### config.mk
export PLATFORM = sky130hd
export DESIGN_NAME = alarm_clock_core
export DESIGN_NICKNAME = d
export VERILOG_FILES = /design/src/rtl/alarm_clock_core.sv
export SDC_FILE = /design/constraint.sdc
export NUM_CORES = 1
export LEC_CHECK = 0
export CAP_MARGIN = 15
export CORE_ASPECT_RATIO = 1.1
export CORE_UTILIZATION = 55
export DETAILED_ROUTE_END_ITERATION = 8
export PLACE_DENSITY = 0.76
export SLEW_MARGIN = 20
export SYNTH_ARGS = -nofsm -noshare
export SYNTH_HDL_FRONTEND = slang
export SYNTH_SLANG_ARGS = --single-unit
export TNS_END_PERCENT = 30
### constraint.sdc
create_clock -name clk -period 3.5 [get_ports clk]
set_clock_uncertainty 0.2 [all_clocks]
set_input_delay 0.7 -clock clk [delete_from_list [all_inputs] [get_ports clk]]
set_output_delay 0.7 -clock clk [all_outputs]
set_load 0.01 [all_outputs]
### src/rtl/alarm_clock_core.sv
// alarm_clock_core: 24 h HH:MM:SS timekeeper with NUM_ALARMS HH:MM alarms and a
// ring/snooze controller.
//
//   state     | meaning
//   ----------+----------------------------------------------------------
//   ST_IDLE   | no alarm active; alarm matches are evaluated on sec_tick
//   ST_RING   | ringing for ring_id; auto-stops after RING_SEC seconds
//   ST_SNOOZE | silenced for ring_id; re-rings after SNOOZE_MIN minutes
module alarm_clock_core #(
  parameter int TICK_DIV   = 100_000_000,
  parameter int NUM_ALARMS = 2,
  parameter int SNOOZE_MIN = 5,
  parameter int RING_SEC   = 60
) (
  input  logic                  clk,
  input  logic                  reset_n,
  input  logic                  set_en,
  input  logic [2:0]            set_tgt,
  input  logic                  set_fld,
  input  logic                  inc,
  input  logic [NUM_ALARMS-1:0] alarm_arm,
  input  logic                  snooze,
  input  logic                  dismiss,
  output logic [23:0]           time_bcd,
  output logic                  sec_tick,
  output logic                  ringing,
  output logic [1:0]            ring_id,
  output logic                  alarm_hit
);

  localparam int              PW          = $clog2(TICK_DIV);
  localparam logic [PW-1:0]   PRESC_MAX   = PW'(TICK_DIV - 1);
  localparam logic [15:0]     RING_LIM    = 16'(RING_SEC);
  localparam logic [15:0]     SNOOZE_LIM  = 16'(SNOOZE_MIN * 60);

  typedef enum logic [1:0] {ST_IDLE, ST_RING, ST_SNOOZE} state_t;

  logic [PW-1:0] presc_q, presc_d;
  logic [4:0]    hh_q, hh_d;
  logic [5:0]    mm_q, mm_d;
  logic [5:0]    ss_q, ss_d;
  logic [4:0]    al_hh_q [NUM_ALARMS];
  logic [5:0]    al_mm_q [NUM_ALARMS];

  state_t        state_q, state_d;
  logic [15:0]   sec_cnt_q, sec_cnt_d, sec_cnt_inc;
  logic [1:0]    ring_id_d;
  logic          ringing_d, alarm_hit_d;

  logic          setting_time;
  logic          tick;
  logic          match_any;
  logic [1:0]    match_idx;
  logic          arm_sel;

  function automatic logic [7:0] to_bcd(input logic [5:0] v);
    to_bcd = {4'(v / 6'd10), 4'(v % 6'd10)};
  endfunction

  // While the clock itself is being set the second counter is frozen, so no tick.
  assign setting_time = set_en && (set_tgt == 3'd0);
  assign tick         = (presc_q == PRESC_MAX) && !setting_time;
  assign sec_tick     = tick;
  assign sec_cnt_inc  = sec_cnt_q + 16'd1;

  // Next time value: either a field edit (fields wrap independently) or the one-second advance.
  always_comb begin
    presc_d = presc_q;
    hh_d    = hh_q;
    mm_d    = mm_q;
    ss_d    = ss_q;
    if (setting_time) begin
      presc_d = '0;
      ss_d    = '0;
      if (inc) begin
        if (set_fld) hh_d = (hh_q == 5'd23) ? 5'd0 : hh_q + 5'd1;
        else         mm_d = (mm_q == 6'd59) ? 6'd0 : mm_q + 6'd1;
      end
    end else begin
      presc_d = tick ? '0 : presc_q + PW'(1);
      if (tick) begin
        if (ss_q == 6'd59) begin
          ss_d = '0;
          if (mm_q == 6'd59) begin
            mm_d = '0;
            hh_d = (hh_q == 5'd23) ? 5'd0 : hh_q + 5'd1;
          end else begin
            mm_d = mm_q + 6'd1;
          end
        end else begin
          ss_d = ss_q + 6'd1;
        end
      end
    end
  end

  // Time registers plus the registered BCD view of the current time.
  always_ff @(posedge clk or negedge reset_n) begin
    if (!reset_n) begin
      presc_q  <= '0;
      hh_q     <= '0;
      mm_q     <= '0;
      ss_q     <= '0;
      time_bcd <= '0;
    end else begin
      presc_q  <= presc_d;
      hh_q     <= hh_d;
      mm_q     <= mm_d;
      ss_q     <= ss_d;
      time_bcd <= {to_bcd({1'b0, hh_q}), to_bcd(mm_q), to_bcd(ss_q)};
    end
  end

  // Alarm set-points, edited field by field while their target is selected.
  always_ff @(posedge clk or negedge reset_n) begin
    if (!reset_n) begin
      for (int i = 0; i < NUM_ALARMS; i++) begin
        al_hh_q[i] <= '0;
        al_mm_q[i] <= '0;
      end
    end else begin
      for (int i = 0; i < NUM_ALARMS; i++) begin
        if (set_en && inc && (set_tgt == 3'(i + 1))) begin
          if (set_fld) al_hh_q[i] <= (al_hh_q[i] == 5'd23) ? 5'd0 : al_hh_q[i] + 5'd1;
          else         al_mm_q[i] <= (al_mm_q[i] == 6'd59) ? 6'd0 : al_mm_q[i] + 6'd1;
        end
      end
    end
  end

  // Alarm match against the time this tick lands on; descending scan so the lowest index wins.
  always_comb begin
    match_any = 1'b0;
    match_idx = '0;
    for (int i = NUM_ALARMS - 1; i >= 0; i--) begin
      if (tick && alarm_arm[i] && (ss_d == 6'd0) &&
          (mm_d == al_mm_q[i]) && (hh_d == al_hh_q[i])) begin
        match_any = 1'b1;
        match_idx = 2'(i);
      end
    end
  end

  // Arm level of the channel that owns the current ring/snooze.
  always_comb begin
    arm_sel = 1'b0;
    for (int i = 0; i < NUM_ALARMS; i++) begin
      if (ring_id == 2'(i)) arm_sel = alarm_arm[i];
    end
  end

  // FSM state register and its registered outputs.
  always_ff @(posedge clk or negedge reset_n) begin
    if (!reset_n) begin
      state_q   <= ST_IDLE;
      sec_cnt_q <= '0;
      ring_id   <= '0;
      ringing   <= 1'b0;
      alarm_hit <= 1'b0;
    end else begin
      state_q   <= state_d;
      sec_cnt_q <= sec_cnt_d;
      ring_id   <= ring_id_d;
      ringing   <= ringing_d;
      alarm_hit <= alarm_hit_d;
    end
  end

  // Next state: dismiss beats snooze, disarm beats timeouts, other-channel matches are dropped.
  always_comb begin
    state_d   = state_q;
    sec_cnt_d = sec_cnt_q;
    ring_id_d = ring_id;
    case (state_q)
      ST_IDLE: begin
        if (match_any) begin
          state_d   = ST_RING;
          sec_cnt_d = '0;
          ring_id_d = match_idx;
        end
      end
      ST_RING: begin
        if (dismiss || !arm_sel) begin
          state_d = ST_IDLE;
        end else if (snooze) begin
          state_d   = ST_SNOOZE;
          sec_cnt_d = '0;
        end else if (tick) begin
          if (sec_cnt_inc >= RING_LIM) state_d = ST_IDLE;
          else                         sec_cnt_d = sec_cnt_inc;
        end
      end
      ST_SNOOZE: begin
        if (dismiss || !arm_sel) begin
          state_d = ST_IDLE;
        end else if (tick) begin
          if (sec_cnt_inc >= SNOOZE_LIM) begin
            state_d   = ST_RING;
            sec_cnt_d = '0;
          end else begin
            sec_cnt_d = sec_cnt_inc;
          end
        end
      end
      default: state_d = ST_IDLE;
    endcase
  end

  // Outputs: ringing follows RING; alarm_hit marks every entry into RING.
  always_comb begin
    ringing_d   = (state_d == ST_RING);
    alarm_hit_d = (state_d == ST_RING) && (state_q != ST_RING);
  end

endmodule

* Word-level counts from Yosys, hierarchy flattened *
Cells that the tools add are included.

storage, ports and cells
  flip-flop bits (word level) = 112
  input port bits = 12
  output and inout port bits = 29
  logic and storage cells = 131

cells by class
  $add $sub $neg = 9
  divide/modulo/power cells = 6
  $lt $le $gt $ge = 2
  equal/unequal tests = 25
  mux-type cells = 46
  bitwise gates (word level) = 1
  reduce and logical (&&, ||, !) cells = 28

operators by type and width
  kind                                                                                  number
  16-bit two-way mux                                                                    8
  6-bit two-way mux                                                                     11
  27-bit two-way mux                                                                    2
  16-bit one-hot mux with 3 select lines                                                1
  5-bit two-way mux                                                                     9
  27-bit by 1-bit adder with 27-bit output, second input constant                       1
  27-bit equality test, second input constant                                           1
  6-bit by 1-bit adder with 6-bit output, second input constant                         4
  6-bit equality test, second input constant                                            4
  2-bit two-way mux                                                                     9
  16-bit by 1-bit adder with 16-bit output, second input constant                       1
  16-bit by 6-bit greater-or-equal comparator with 1-bit output, second input constant  1
  16-bit by 9-bit greater-or-equal comparator with 1-bit output, second input constant  1
  5-bit by 1-bit adder with 5-bit output, second input constant                         3
  5-bit equality test, second input constant                                            3
  1-bit logical AND                                                                     14
  6-bit by 4-bit divider with 6-bit output, second input constant                       2
  6-bit equality test                                                                   2
  6-bit by 4-bit remainder unit with 6-bit output, second input constant                2
  5-bit equality test                                                                   2
  2-bit AND reduction                                                                   5
  2-bit != test, second input constant                                                  4
  7-bit AND reduction                                                                   1
  5-bit by 4-bit divider with 6-bit output, second input constant                       1
  16 further kinds                                                                      25

* Depth between registers and ports, before layout *
  word-level depth = 16
  gate-level depth with buffers = 14
  depth with buffers taken out = 11

* Least setup slack after synthesis *
No wires, ideal clock.

  path kind = input to register
  from = input port set_en
  to = register sec_cnt_q[0]
  library setup time = 0.079 ns
  arrival = 3.768 ns
  data required time = 3.221 ns
  setup slack = -0.548 ns
  stages on the path = 13
  buffers on the path = 3
  cell sequence = or4b_1 buf_2 nand3_2 or4_1 buf_2 a2111oi_1 a21oi_2 xnor2_1 or4_4 o32a_4 a21oi_4 buf_6 mux2i_1

between the ends
  cells in the longest elaborated chain, start to end = 13
  elaborated cells on any way between the ends = 28
  those cells by class = eq/ne (7); mux (8); reduce/logical (13)

RTL lines
  what                                    RTL line  RTL
  start: declaration                      17        input logic set_en,
  1-bit logical AND *                     61        assign setting_time = set_en && (set_tgt == 3'd0);
  1-bit zero test                         62        assign tick = (presc_q == PRESC_MAX) && !setting_time;
  1-bit logical AND                       62
  6-bit two-way mux                       81        if (tick) begin
  6-bit two-way mux                       72        if (setting_time) begin
  6-bit zero test                         136       if (tick && alarm_arm[i] && (ss_d == 6'd0) &&
  1-bit logical AND (2 in series)         136
  1-bit logical AND                       137       (mm_d == al_mm_q[i]) && (hh_d == al_hh_q[i])) begin
  1-bit two-way mux (2 in series)         136
  2-bit != test (no source line)          n/a
  7-bit AND reduction (no source line) *  n/a
  end signal: assignment                  162       sec_cnt_q <= sec_cnt_d;
  end: declaration                        46        logic [15:0] sec_cnt_q, sec_cnt_d, sec_cnt_inc;

Mark *: on every way between the ends. The rest lies on a longest branch, timed or not.
A chain may end at the register's enable or synchronous reset.

* Worst setup path after layout *
  from = input port set_tgt[1]
  to = register sec_cnt_q[1]

between the ends
  cells in the longest elaborated chain, start to end = 14
  elaborated cells on any way between the ends = 29
  those cells by class = eq/ne (7); mux (8); reduce/logical (14)

RTL lines
  what                                    RTL line  RTL
  start: declaration                      18        input logic [2:0] set_tgt,
  3-bit zero test *                       61
  1-bit logical AND *                     61
  1-bit zero test                         62
  1-bit logical AND                       62
  6-bit two-way mux                       81
  6-bit two-way mux                       72
  6-bit zero test                         136
  1-bit logical AND (2 in series)         136
  1-bit logical AND                       137
  1-bit two-way mux (2 in series)         136
  2-bit != test (no source line)          n/a
  7-bit AND reduction (no source line) *  n/a

Marks and branches as above.

==> qor.txt <==
Status: complete, but fails checks
Failing checks: negative setup slack
Die H: 118 um
Reg clk slew, reported paths: 0.07 ns
Diodes inserted: 0
Most frequent cell after synthesis: dfrtp_1
Final WL: 17700 um
HPWL after DPL: 13100 um
Post-synthesis cell type count: 81
Share of layout cells above drive strength 1: 0.210
Maxcap violations: 0
CTS H-tree lvls: 3
Num CTS Buffers: 9
Cell leakage power: 0.00375 uW
Clock Tree Buf Depth: 2
Post-Synthesis Cells: 751
Final Max Slew Viols: 0
Final net count: 906
Rel. slew slack: 0.574
Post-layout worst setup margin: -0.259 ns
Routed length per instance: 17.2 um
DR vias/cell: 5.94
CP Data Required Time: 3.58 ns
Clock sink count: 107
DRC: 0
Fin util: 0.708
Core footprint: 0.0120 sq mm
Area of the multi-input gates: 0.00397 sq mm
Die ar.: 0.0127 sq mm
Drt first-iter violations: 452
Worst skew pair latency: 0.35 ns
Port Buffers: 35
Sequential share of the synthesized area: 0.397
Synth area leader: dfrtp_1
Largest net degree at the start of global routing: 62
Die Span X: 108 um
GPL Wtd Cong: 0.928
Maximum vdd drop: 387 uV
IO Pins: 41
Critical path capture point type: flip-flop
F_max: 0.266 GHz
Area Growth Syn to Fin: 25.8%
Top_reg_cell synth: dfrtp_1
Register area: 0.00268 sq mm
CTS tree: built
Ys async rst share: 1.00
# rows: 42
Grt ovf: 0
Initial antenna violation count: 0
GRT Util Overall: 0.293
Number of synthesized register bits: 107
Max Fanout on Critical Path: 7
Crit path time final: 3.76 ns
Antenna Nets Post-Route: 0
Most frequent cells after synthesis: 107 x dfrtp_1, 70 x nand2_1, 63 x nor2_1
FILL cells: 928
Drt pass-1 iters: 5
Hold Vio Cnt, Final: 0
Worst-margin pin slew: 0.638 ns
Via count: 6114
Post-synth top area share: 0.397
CP startpoint kind: input pin
Critical setup path kind: input pin to flip-flop
Unrepaired setup endpoints after global routing: true
Cell area after synthesis: 0.00674 sq mm
Vias in the first global route: 6185
Power, Total: 3810 uW
First-pass GRT wire length: 29700 um
Post-synth EDFFs: 0
Clock Tree Root: clkbuf_16
Crit path DAT: 3.84 ns
HP Class: input pin to asynchronous set/reset pin
Starting Density: 0.563
Largest cells by area after synthesis: dfrtp_1 40%, xnor2_1 4.3%, ha_1 4.3%
Synth Warn #: 0
# setup viols final: 19
Final Cycle Share: 1.07
Syn avg cell area: 8.98 sq um
P per Cell Area: 449 mW/mm^2
timing repair:
action / CTS / global route
resized for setup: 20 / 19
buffers inserted: 3 / 0
hold buffers: 0 / 0
gates cloned: 1 / 0
pin swaps: 8 / 13
endpoints found under the setup margin: 22 / 21
sequential cells by signal, summed over array words and instances (netlist names), 2 cells and up:
name and cells:
al_mm_q 12, hh_q 5, time_bcd 20, sec_cnt_q 16, presc_q 27, state_q 2
mm_q 6, ss_q 6, al_hh_q 10
cells by family after synthesis:
group,after synthesis,share of synthesized area
buffers and inverters,71,0.0462
adders and majority gates,24,0.0442
xor gates and xnor gates,54,0.0701
other,1,0.000556
and+or+nand+nor,304,0.242
muxes,17,0.0263
DFF,107,0.397
AOI/OAI and AO/OA,173,0.173
layout by cell type (no fill, tap or decap), types with 26 or more instances in the layout:
cell type,count
nand2_1,69
xnor2_1,32
nand3_1,37
nor2_1,61
o21ai_0,46
buf_4,111
dfrtp_1,106
a21oi_1,39
inv_1,26
clkdlybuf4s50_1,27
per-layer routing:
metal / wire (um) / GRT usage
met5: 0 / 0
met4: 236 / 0.0771
met3: 740 / 0.0397
met2: 9160 / 0.510
met1: 7540 / 0.379
worst max-delay path, cell delays in order:
cell and delay [ns]:
dlygate4sd2_1 0.27, or4b_4 0.59, a311oi_2 0.31, nand3_1 0.15, a2111oi_1 0.51, o2111ai_1 0.19, nand4bb_4 0.30, o32a_4 0.28
a21oi_4 0.20, buf_12 0.15, mux2i_1 0.18
metrics by stage:
stage               cells  hold slack, ns  setup TNS [ns]  cell area [sq um]  setup WS, ns
floorplan             755           0.194           -3.30               6870        -0.290
global placement     1011           0.237          -15.18               8040        -0.821
detailed placement   1011           0.243          -16.78               8040        -0.914
CTS                  1030           0.175           -3.76               8450        -0.258
global route         1029           0.199           -4.98               8480        -0.348
finish               1029           0.156           -3.33               8480        -0.259
where the power goes:
part,internal (uW),leakage [uW],switching (uW)
combinational,572,0.00218,654
clock,572,0.000142,449
sequential,1400,0.00142,161
total,2540,0.00375,1260
final cells by class:
cell class / instances / area share
Clock buffer: 11 / 0.0286
Clock inverter: 4 / 0.00605
Inverter: 26 / 0.0115
Multi-Input combinational cell: 577 / 0.468
Sequential cell: 107 / 0.316
Tap cell: 154 / 0.0227
Timing Repair Buffer: 150 / 0.147
worst paths after layout:
path	endpoint	depth (start not counted)	start	slack, ns
min reg2reg	time_bcd[16]	0	hh_q[0]	0.26
min in group clk	time_bcd[16]	0	hh_q[0]	0.26
max reg2reg	sec_cnt_q[1]	13	presc_q[0]	-0.23
min	sec_cnt_q[12]	1	reset_n	0.16
max in group asynchronous	time_bcd[21]	2	reset_n	2.20
max	sec_cnt_q[1]	11	set_tgt[1]	-0.26
No activity file was read; power rests on OpenSTA's default activity.
